===== src/rtl/serial_pkg.sv =====
// Shared definitions for the serial transmit arbiter: line levels,
// FSM state encoding and the frame parity helper.
package serial_pkg;

    localparam int DATA_W_DEFAULT = 7;

    localparam logic LINE_IDLE = 1'b1;
    localparam logic START_BIT = 1'b0;

    localparam logic [2:0] ST_IDLE   = 3'd0;
    localparam logic [2:0] ST_START  = 3'd1;
    localparam logic [2:0] ST_DATA   = 3'd2;
    localparam logic [2:0] ST_PARITY = 3'd3;
    localparam logic [2:0] ST_STOP   = 3'd4;

    typedef enum logic [2:0] {
        IDLE   = ST_IDLE,
        START  = ST_START,
        DATA   = ST_DATA,
        PARITY = ST_PARITY,
        STOP   = ST_STOP
    } state_t;

    // Parity bit that makes the data+parity field carry an even count of ones.
    // Callers zero-extend their word to 32 bits.
    function automatic logic parity_of(input logic [31:0] d);
        return ^d;
    endfunction

endpackage


===== src/rtl/serial_tx_arbiter_if.sv =====
// Requester/line bundle of the serial transmit arbiter. The slave side is
// the arbiter itself; the master side is the set of producers plus the
// link consumer.
interface serial_tx_arbiter_if import serial_pkg::*; #(
    parameter int N_REQ  = 4,
    parameter int DATA_W = DATA_W_DEFAULT
);

    localparam int IDX_W = (N_REQ > 1) ? $clog2(N_REQ) : 1;

    logic [N_REQ-1:0]        req_valid;
    logic [N_REQ*DATA_W-1:0] req_data;
    logic [N_REQ-1:0]        req_ready;
    logic                    serial_out;
    logic                    busy;
    logic [IDX_W-1:0]        grant_id;
    logic                    frame_done;

    modport master (
        output req_valid, req_data,
        input  req_ready, serial_out, busy, grant_id, frame_done
    );

    modport slave (
        input  req_valid, req_data,
        output req_ready, serial_out, busy, grant_id, frame_done
    );

endinterface


===== src/rtl/serial_tx_arbiter_rr_arbiter.sv =====
// Combinational round-robin picker: first asserted request at or after the
// pointer, wrapping from the top index back to 0.
module rr_arbiter #(
    parameter int N_REQ = 4,
    parameter int IDX_W = 2
) (
    input  logic [N_REQ-1:0] i_req,
    input  logic [IDX_W-1:0] i_ptr,
    output logic [N_REQ-1:0] o_gnt,
    output logic [IDX_W-1:0] o_idx,
    output logic             o_any
);

    int               w_j;
    logic [IDX_W-1:0] w_pos;

    // Scan from the pointer upward and keep only the first hit.
    always_comb begin
        o_gnt = '0;
        o_idx = '0;
        o_any = 1'b0;
        w_j   = 0;
        w_pos = '0;
        for (int k = 0; k < N_REQ; k++) begin
            w_j = int'(i_ptr) + k;
            if (w_j >= N_REQ) begin
                w_j = w_j - N_REQ;
            end
            w_pos = IDX_W'(w_j);
            if (!o_any && i_req[w_pos]) begin
                o_any        = 1'b1;
                o_gnt[w_pos] = 1'b1;
                o_idx        = w_pos;
            end
        end
    end

endmodule


===== src/rtl/serial_tx_arbiter.sv =====
// Round-robin arbiter plus frame serialiser for a shared 1-bit link.
// Frame: start 0, DATA_W data bits LSB first, even parity, GAP stop cycles.
module serial_tx_arbiter import serial_pkg::*; #(
    parameter int N_REQ  = 4,
    parameter int DATA_W = DATA_W_DEFAULT,
    parameter int GAP    = 1
) (
    input  logic                clk,
    input  logic                rst,
    serial_tx_arbiter_if.slave  bus
);

    localparam int IDX_W   = (N_REQ > 1) ? $clog2(N_REQ) : 1;
    localparam int GAP_EFF = (GAP < 1) ? 1 : GAP;
    localparam int CNT_W   = (DATA_W > 1) ? $clog2(DATA_W) : 1;
    localparam int GAP_W   = $clog2(GAP_EFF + 1);

    localparam logic [CNT_W-1:0] BIT_LAST   = CNT_W'(DATA_W - 1);
    localparam logic [GAP_W-1:0] GAP_LAST   = GAP_W'(GAP_EFF - 1);
    localparam logic [GAP_W-1:0] GAP_PENULT = GAP_W'(GAP_EFF - 2);
    localparam logic [IDX_W-1:0] IDX_LAST   = IDX_W'(N_REQ - 1);

    state_t            r_state;
    logic [IDX_W-1:0]  r_ptr;
    logic [IDX_W-1:0]  r_grant;
    logic [CNT_W-1:0]  r_bitcnt;
    logic [GAP_W-1:0]  r_gap;
    logic              r_serial;
    logic              r_busy;
    logic              r_done;
    logic [DATA_W-1:0] r_shift;
    logic [DATA_W-1:0] r_word;

    logic [N_REQ-1:0]  w_gnt;
    logic [IDX_W-1:0]  w_idx;
    logic              w_any;
    logic              w_accept;
    logic [DATA_W-1:0] w_slice;

    rr_arbiter #(
        .N_REQ (N_REQ),
        .IDX_W (IDX_W)
    ) u_rr (
        .i_req (bus.req_valid),
        .i_ptr (r_ptr),
        .o_gnt (w_gnt),
        .o_idx (w_idx),
        .o_any (w_any)
    );

    assign w_slice  = bus.req_data[w_idx*DATA_W +: DATA_W];
    assign w_accept = (r_state == IDLE) && w_any;

    // Acceptance strobe is only offered from IDLE and never while in reset.
    assign bus.req_ready  = (r_state == IDLE && !rst) ? w_gnt : '0;
    assign bus.serial_out = r_serial;
    assign bus.busy       = r_busy;
    assign bus.grant_id   = r_grant;
    assign bus.frame_done = r_done;

    // Frame FSM; each transition also registers the line level for the state entered.
    always_ff @(posedge clk or posedge rst) begin
        if (rst) begin
            r_state  <= IDLE;
            r_ptr    <= '0;
            r_grant  <= '0;
            r_bitcnt <= '0;
            r_gap    <= '0;
            r_serial <= LINE_IDLE;
            r_busy   <= 1'b0;
            r_done   <= 1'b0;
        end else begin
            case (r_state)
                IDLE: begin
                    if (w_any) begin
                        r_grant  <= w_idx;
                        r_ptr    <= (w_idx == IDX_LAST) ? '0 : w_idx + IDX_W'(1);
                        r_state  <= START;
                        r_serial <= START_BIT;
                        r_busy   <= 1'b1;
                    end
                end
                START: begin
                    r_state  <= DATA;
                    r_serial <= r_shift[0];
                    r_bitcnt <= '0;
                end
                DATA: begin
                    if (r_bitcnt == BIT_LAST) begin
                        r_state  <= PARITY;
                        r_serial <= parity_of(32'(r_word));
                    end else begin
                        r_serial <= r_shift[0];
                        r_bitcnt <= r_bitcnt + CNT_W'(1);
                    end
                end
                PARITY: begin
                    r_state  <= STOP;
                    r_serial <= LINE_IDLE;
                    r_gap    <= '0;
                    r_done   <= (GAP_EFF == 1);
                end
                STOP: begin
                    if (r_gap == GAP_LAST) begin
                        r_state <= IDLE;
                        r_busy  <= 1'b0;
                        r_done  <= 1'b0;
                    end else begin
                        r_gap  <= r_gap + GAP_W'(1);
                        r_done <= (r_gap == GAP_PENULT);
                    end
                end
                default: begin
                    r_state  <= IDLE;
                    r_serial <= LINE_IDLE;
                    r_busy   <= 1'b0;
                    r_done   <= 1'b0;
                end
            endcase
        end
    end

    // Word capture at acceptance, then shift out one bit per START/DATA cycle.
    always_ff @(posedge clk) begin
        if (w_accept) begin
            r_shift <= w_slice;
            r_word  <= w_slice;
        end else if (r_state == START || (r_state == DATA && r_bitcnt != BIT_LAST)) begin
            r_shift <= r_shift >> 1;
        end
    end

endmodule

===== src/flat_wrapper.sv =====
// flat-port wrapper written by rule: the top's interface ports become plain ports
module serial_tx_arbiter_flat import serial_pkg::*;
#(
    parameter int N_REQ  = 4,
    parameter int DATA_W = DATA_W_DEFAULT,
    parameter int GAP    = 1
)
  (clk, rst, bus_req_valid, bus_req_data, bus_req_ready, bus_serial_out, bus_busy, bus_grant_id, bus_frame_done);
  serial_tx_arbiter_if #(.N_REQ(N_REQ), .DATA_W(DATA_W)) bus_i ();
  input  logic clk;
  input  logic rst;
  input wire logic [$bits(bus_i.req_valid)-1:0] bus_req_valid;
  input wire logic [$bits(bus_i.req_data)-1:0] bus_req_data;
  output wire logic [$bits(bus_i.req_ready)-1:0] bus_req_ready;
  output wire logic [$bits(bus_i.serial_out)-1:0] bus_serial_out;
  output wire logic [$bits(bus_i.busy)-1:0] bus_busy;
  output wire logic [$bits(bus_i.grant_id)-1:0] bus_grant_id;
  output wire logic [$bits(bus_i.frame_done)-1:0] bus_frame_done;
  assign bus_i.req_valid = bus_req_valid;
  assign bus_i.req_data = bus_req_data;
  assign bus_req_ready = bus_i.req_ready;
  assign bus_serial_out = bus_i.serial_out;
  assign bus_busy = bus_i.busy;
  assign bus_grant_id = bus_i.grant_id;
  assign bus_frame_done = bus_i.frame_done;
  serial_tx_arbiter #(.N_REQ(N_REQ), .DATA_W(DATA_W), .GAP(GAP)) u_core (.clk(clk), .rst(rst), .bus(bus_i));
endmodule

===== config.mk =====
export PLATFORM = sky130hd
export DESIGN_NAME = serial_tx_arbiter_flat
export DESIGN_NICKNAME = d
export VERILOG_FILES = /design/src/rtl/serial_pkg.sv /design/src/rtl/serial_tx_arbiter_if.sv /design/src/rtl/serial_tx_arbiter_rr_arbiter.sv /design/src/rtl/serial_tx_arbiter.sv /design/src/flat_wrapper.sv
export SDC_FILE = /design/constraint.sdc
export NUM_CORES = 1
export LEC_CHECK = 0
export BUFFER_PORTS_ARGS = -buffer_cell sky130_fd_sc_hd__buf_2
export CORE_ASPECT_RATIO = 0.8
export CORE_MARGIN = 4
export CORE_UTILIZATION = 57
export DETAILED_ROUTE_END_ITERATION = 10
export PLACE_DENSITY_LB_ADDON = 0.05
export SLEW_MARGIN = 15
export SYNTH_ARGS = -nofsm -noshare
export SYNTH_HDL_FRONTEND = slang
export SYNTH_SLANG_ARGS = --single-unit

===== constraint.sdc =====
create_clock -name clk -period 4.38 [get_ports clk]
set_clock_uncertainty 0.15 [all_clocks]
set_input_delay 0.876 -clock clk [delete_from_list [all_inputs] [get_ports clk]]
set_output_delay 0.876 -clock clk [all_outputs]
set_load 0.005 [all_outputs]

==> summary.txt, run 1 <==
Setup path
  – Worst r2r src: u_core.r_ptr[0]$_DFFE_PP0P_
  – CP max FO: 15
  – RR Endpoint: u_core.r_shift[5]$_DFFE_PP_
  – Crit. End Element: output port
  – Setup CP Type: reg2out
  – Cell depth of the worst flop-to-flop path: 8
  – CP delay by family, top: flip-flops
  – WP depth: 8
  – CP cell instances: inv_2 > ha_1 > mux4_2 > nor2_1 > a221o_1 > o21ai_0 > a21oi_1 > buf_2
  – Worst Path Buf+Inv: 2
  – CP startpoint kind: flop
  – Slowest stage cell, crit path: dfrtp_1
  – Largest stage delay on the critical path: 0.59 ns
  – Worst Path Arrival: 2.93 ns
  – Worst endpoint required time: 3.35 ns
  – R2R setup slack: 1.06 ns

Timing
  – Final setup viols: 0
  – Worst rel slew slack: 57.1%
  – Final Hold Fails: 0
  – Post-layout min period: 3.96 ns
  – Fmax: 0.253 GHz
  – Pins Over Slew Limit: 0
  – Total negative slack: 0 ns
  – Slew of the pin with the lowest slew margin: 0.643 ns
  – Fin crit share: 90.4%
  – RSZ-0062 raised after global routing: false

Floorplanning
  – Die area: 5480 um2
  – Die width: 81.8 um
  – # IOs: 43
  – Row cnt: 21
  – Die Y-Extent: 67.0 um
  – Core area: 4200 um2
  – Starting Density: 59.0%

Yosys
  – Synth Area in Compound Gates: 30.0%
  – Post-synth cell types: 63
  – Async SR Flop Fraction: 48.1%
  – Post-synthesis cell count: 257
  – Part of the Yosys area used for sequential elements: 30.1%
  – Number of synthesized register bits: 27
  – Syn Nets: 301
  – Simple-gate share of the synthesized area: 13.9%
  – Adder-cell share of the synthesized area: 5.04%
  – Synth Area in XOR/XNOR: 2.12%
  – Mapped cell area: 2480 um2
  – Area contributors post-synth: edfxtp_1 17%, dfrtp_1 12%, ha_1 5.0%, mux2_2 3.6%, o21ai_0 3.4%
  – Most frequent cell after synthesis: nand2_1
  – Synth area leader: edfxtp_1
  – Main combinational cell family by area after synthesis: compound AO/OA/AOI/OAI gates
  – Primary FF master, synth: edfxtp_1
  – YS warnings: 0
  – Synth top cells by count: 20 x nand2_1, 19 x nor2_1, 17 x o21ai_0
  – Syn_area_per_cell: 9.65 um2
  – Top cell type's share of synthesized area: 16.9%
  – Number of flops mapped to enable cells by yosys: 14
  – Multiplexer area fraction after synthesis: 13.1%

Layout
  – # nets final: 332
  – Syn-to-layout area delta: 10.1%
  – # fillers: 353
  – N_diodes: 0
  – Final Instance Area: 2730 um2
  – Share of post-route cells with drive strength above 1: 27.9%

Clock tree
  – Setup bufs post-CTS: 0
  – Clock tree buffer depth: 2
  – Cts repair resizes: 0
  – H-tree levels: 1
  – TritonCTS buffer count: 3
  – CTS tree: built
  – Buffer type at the clock tree root: clkbuf_8
  – Clock transition at path regs: 0.09 ns
  – Hold-fix buffers at CTS: 0
  – Clock latency on the worst-skew pair: 0.27 ns
  – Clock Sinks: 27

Place
  – DP HPWL: 4.20 mm
  – Placed instance area: 2690 um2
  – RePlAce Congestion: 0.877
  – Port Buffers: 42

GRT
  – GR Overflow Total: 0
  – Gr usage total: 21.7%
  – Initial antenna violation count: 0
  – First-pass GRT wire length: 9.24 mm
  – Vias in the first global route: 1874
  – Largest net degree at the start of global routing: 27

Run
  – Number of max-cap violations: 0

Hold path
  – Hold path start: u_core.bus.grant_id[1]$_DFFE_PP0P_
  – Hold worst-path end: u_core.bus.grant_id[1]$_DFFE_PP0P_
  – Hold Path Class: reg2reg
  – Worst Hold Path Cells: 2

Detailed routing
  – Post-route ant nets: 0
  – Vias/cell: 6.26
  – Routed len/inst: 16.4 um
  – DR pass1 iterations: 4
  – DR vias: 2154
  – DRT Wirelength: 5.65 mm
  – Drt first-iter violations: 126
  – DRC Markers: 0

Power and ir drop
  – Worst IR drop on VDD: 0.345 mV
  – Total power: 2.19 mW
  – Leak pwr: 1.14 nW
  – Pwr dens: 802 nW/um2

Run status
  – Run status: completed
## where the power goes
group	total, mW	leakage (nW)	internal [mW]	switching [mW]
logic	1.49	0.814	0.651	0.840
clock network	0.141	0.0255	0.0638	0.0775
registers	0.559	0.297	0.458	0.100
## layout by cell type, fill, tap and decap left out, types with 4 or more instances in the layout
master / Yosys / layout
mux2_4: 4 / 4
o32ai_2: 4 / 4
nor2_1: 19 / 19
a21oi_1: 16 / 16
xnor2_1: 5 / 5
inv_1: 9 / 9
nor3_1: 4 / 4
o211a_1: 7 / 7
dfrtp_1: 12 / 12
mux2_2: 8 / 8
ha_1: 10 / 10
o21ai_0: 17 / 17
buf_2: 8 / 42
a221o_1: 4 / 4
nand2_1: 20 / 20
edfxtp_1: 14 / 14
a211oi_1: 8 / 8
mux2i_1: 6 / 6
nor4bb_1: 4 / 4
o221ai_1: 8 / 8
## cell families after synthesis
kind of cell	after synthesis
AND/OR/NAND/NOR	66
multiplexers	24
flip-flops	27
AO/OA/AOI/OAI	94
adder cells (fa/ha/maj)	10
XOR/XNOR	6
buffers and inverters	30
## worst register-to-register path, stage by stage, from the launching register on
cell and delay [ns]:
dfrtp_1 0.59, inv_2 0.21, ha_1 0.56, mux4_2 0.53, nor3b_1 0.25, a21oi_1 0.13, o221ai_1 0.26, o32ai_2 0.14
mux2_4 0.27
## flip-flops by register name (all words and copies together) (netlist names), 2 cells and up
signal               cells
u_core.r_shift           7
u_core.r_word            7
u_core.r_bitcnt          3
u_core.r_state           3
u_core.bus.grant_id      2
u_core.r_ptr             2
## metal layers
metal	vias up	part of all wire, %	GRT usage (%)
met5	-	0	0
met4	0	0.32	3.32
met3	4	7.1	3.92
met2	78	43	31.7
met1	1007	50	33.4
li1	1065	-	-
## cell type report
class / instances / area (um2) / share of cell area (%)
inverters: 11 / 41.3 / 1.51
repair buffers: 45 / 233 / 8.52
clock inverters: 1 / 5.00 / 0.183
clock buffers: 3 / 41.3 / 1.51
flip-flops and latches: 27 / 747 / 27.3
well taps: 57 / 71.3 / 2.61
multi-input cells: 200 / 1590 / 58.3
## through the flow
stage	worst slack, ns	cells	utilization, %	hold WS, ns
after global routing	0.127	344	65.0	0.383
final	0.422	344	65.0	0.343
after CTS	0.435	344	65.0	0.354
after floorplan	0.785	257	-	0.323
after global placement	0.780	340	63.9	0.325
after detailed placement	0.713	340	63.9	0.334
## worst max path at each step
stage,slack (ns),to,from
floorplan,0.78,bus_req_ready[3],u_core.r_ptr[0]$_DFFE_PP0P_
finish,0.42,bus_req_ready[0],u_core.r_ptr[0]$_DFFE_PP0P_
detailed placement,0.71,bus_req_ready[2],bus_req_valid[1]
global route,0.13,bus_req_ready[0],u_core.r_ptr[0]$_DFFE_PP0P_
global placement,0.78,bus_req_ready[1],u_core.r_ptr[0]$_DFFE_PP0P_
CTS,0.44,bus_req_ready[0],u_core.r_ptr[0]$_DFFE_PP0P_
(Power assumes the default switching activity.)
==> run 2, diff against run 1 <==
- BUFFER_PORTS_ARGS: -buffer_cell sky130_fd_sc_hd__buf_2 -> -buffer_cell sky130_fd_sc_hd__clkbuf_2
- clock period: 4.38 -> 3.9 ns (I/O delays scaled with it)
==> run 2 against run 1 <==
- register-to-register slack worse by 0.33 ns
- clock power up 11%
- sequential cell count unchanged
- non-clock buffer count is the same
- critical path type unchanged
- largest power group unchanged
==> summary.txt, run 2 (synthesis gave the netlist of run 1 again) <==
Place
  – DP HPWL: 4.19 mm (-0.24%)
  – Port Buffers: 42 (unchanged)
  – Placed cells: 340 (unchanged)
  – Placed instance area: 2690 um2 (unchanged)
  – Dpl ws: 0.440 ns (-0.272 ns)
  – RePlAce Congestion: 0.832 (-5.1%)

Power and ir drop
  – Leak pwr: 1.14 nW (+0.19%)
  – Sequential share of power: 25.1% (-0.4 points)
  – Switching share of power: 46.5% (about the same)
  – Sw Pwr: 1.15 mW (+13%)
  – Power share of the clock group: 6.4% (about the same)
  – Combinational fraction of design power: 68.5% (+0.4 points)
  – Pwr dens: 903 nW/um2 (+13%)
  – Worst IR drop on VDD: 0.407 mV (+18%)
  – Int Pwr: 1.32 mW (+12%)

Timing
  – Fin crit share: 92.4%
  – Slew of the pin with the lowest slew margin: 0.626 ns (-0.0166 ns)
  – Pins Over Slew Limit: 0 (unchanged)
  – Post-layout min period: 3.60 ns
  – Fmax: 0.277 GHz
  – Total negative slack: 0 ns (unchanged)
  – Final setup viols: 0 (unchanged)
  – Worst rel slew slack: 58.1% (+1.0 points)
  – Post-route setup slack: 0.295 ns (-0.126 ns)
  – Final Hold Fails: 0 (unchanged)
  – RSZ-0062 raised after global routing: false

Floorplanning
  – # IOs: 43 (unchanged)
  – Row cnt: 21 (unchanged)
  – Starting Density: 59.0% (unchanged)
  – Core area: 4200 um2 (unchanged)
  – Die Y-Extent: 67.0 um (unchanged)
  – Die area: 5480 um2 (unchanged)
  – Die width: 81.8 um (unchanged)

Layout
  – Syn-to-layout area delta: 10.0% (about the same)
  – Regs by FF count: u_core.r_shift: 7 flops, u_core.r_word: 7 flops
  – Commonest non-fill, non-tap cell in the layout: clkbuf_2
  – # nets final: 332 (unchanged)
  – Share of post-route cells with drive strength above 1: 27.5% (-0.35 points)
  – Final Instance Area: 2730 um2 (about the same)
  – Most frequent cells in the layout: 42 x clkbuf_2, 20 x nand2_1, 19 x nor2_1
  – Non-Filler Instances: 344 (unchanged)
  – N_diodes: 0 (unchanged)

GRT
  – Largest net degree at the start of global routing: 36 (+33%)
  – Routing usage on met2: 32.2% (+0.50 points)
  – M3 GR Usage: 3.92% (unchanged)
  – Gr busiest metal: met1
  – First-pass GRT wire length: 9.45 mm (+2.3%)
  – GR Overflow Total: 0 (unchanged)
  – Gr usage total: 22.2% (+0.49 points)
  – Initial antenna violation count: 0 (unchanged)
  – GR met1 Demand/Resource: 34.1% (+0.67 points)
  – Vias in the first global route: 1928 (+2.9%)

Setup path
  – Worst Setup SP: u_core.r_ptr[1]$_DFFE_PP0P_
  – CP startpoint kind: flop
  – Worst Setup EP: bus_req_ready[1]
  – RR Endpoint: u_core.r_shift[6]$_SDFFCE_PN0P_
  – Crit. End Element: output port
  – Largest stage delay on the critical path: 0.55 ns (-0.04 ns)
  – CP max FO: 15 (unchanged)
  – CP cell instances: inv_1 > ha_1 > mux4_2 > nor2_1 > a221o_1 > o21ai_0 > a21oi_1 > clkbuf_2
  – Cell depth of the worst flop-to-flop path: 7 (-1)
  – R2R setup slack: 0.73 ns (-0.33 ns)
  – Setup CP Type: reg2out
  – CP delay by family, top: adder cells
  – WP depth: 8 (unchanged)
  – Worst r2r src: u_core.r_ptr[0]$_DFFE_PP0P_
  – Slowest stage cell, crit path: ha_1
  – Worst Path Buf+Inv: 2 (unchanged)
  – Worst endpoint required time: 2.97 ns (-0.38 ns)
  – Worst Path Arrival: 2.67 ns (-0.26 ns)

Run status
  – Run status: completed

Clock tree
  – Clock latency on the worst-skew pair: 0.27 ns (about the same)
  – Clock tree buffer depth: 2 (unchanged)
  – CTS tree: built
  – Setup bufs post-CTS: 0 (unchanged)
  – Buffer type at the clock tree root: clkbuf_8
  – Hold-fix buffers at CTS: 0 (unchanged)
  – Cts repair resizes: 0 (unchanged)
  – Clock Sinks: 27 (unchanged)
  – TritonCTS buffer count: 3 (unchanged)
  – H-tree levels: 1 (unchanged)
  – Clock transition at path regs: 0.09 ns (about the same)

Detailed routing
  – Vias/cell: 6.18 (-1.3%)
  – Drt first-iter violations: 134 (+6.3%)
  – DR pass1 iterations: 4 (unchanged)
  – Routed len/inst: 16.6 um (+1.0%)
  – Post-route ant nets: 0 (unchanged)
  – DRC Markers: 0 (unchanged)
  – DRT Wirelength: 5.70 mm (+1.0%)
  – DR vias: 2126 (-1.3%)

Run
  – Number of max-cap violations: 0 (unchanged)

Hold path
  – Hold Path Class: in2async
[run 2: cell types whose count changed in the layout (fill, tap and decap cells not counted), sizes merged]
cell,change
clkbuf,+43
buf,-42
clkinv,-1
[run 2: worst min path at each step]
stage | end | cells past startpoint
3_5_place_dp | u_core.bus.grant_id[0]$_DFFE_PP0P_ | 1
3_3_place_gp | u_core.bus.grant_id[1]$_DFFE_PP0P_ | 2
5_1_grt | u_core.bus.grant_id[0]$_DFFE_PP0P_ | 1
6_report | u_core.bus.busy$_DFFE_PP0P_ | 2
2_1_floorplan | u_core.bus.grant_id[1]$_DFFE_PP0P_ | 2
4_1_cts | u_core.bus.grant_id[0]$_DFFE_PP0P_ | 1
[run 2: worst register-to-register path: cells and delay by family (launching register included)]
kind	cells	cell delay, ns
compound gates	3	0.69
buf+inv	1	0.36
flops	1	0.36
mux	2	1.08
simple gates	1	0.29
[run 2: metal layers]
layer	share of wire [%]	vias to the layer above
li1	-	1064
met1	50	977
met2	43	76
met3	6.3	9
met4	0.77	0
met5	0	-
[run 2: cell type report]
class	instances	area, um2
flip-flops and latches	27	747
fillers	389	1470
multi-input cells	200	1590
inverters	11	41.3
well taps	57	71.3
clock buffers	4	45.0
repair buffers	45	233
[run 2: per-stage QoR]
stage	hold WS (ns)	utilization, %	power [mW]
final	0.353	64.9	2.46
after global routing	0.381	64.9	2.67
after CTS	0.369	64.9	2.46
after detailed placement	0.350	63.9	2.30
after global placement	0.341	63.9	2.28
after floorplan	0.323	-	1.97
[run 2: power by group through the flow]
stage	clock network [mW]	logic, mW	registers [mW]
after floorplan	0	1.38	0.587
after global placement	0	1.66	0.618
after detailed placement	0	1.67	0.626
after CTS	0.159	1.68	0.619
after global routing	0.170	1.86	0.636
final	0.157	1.69	0.618
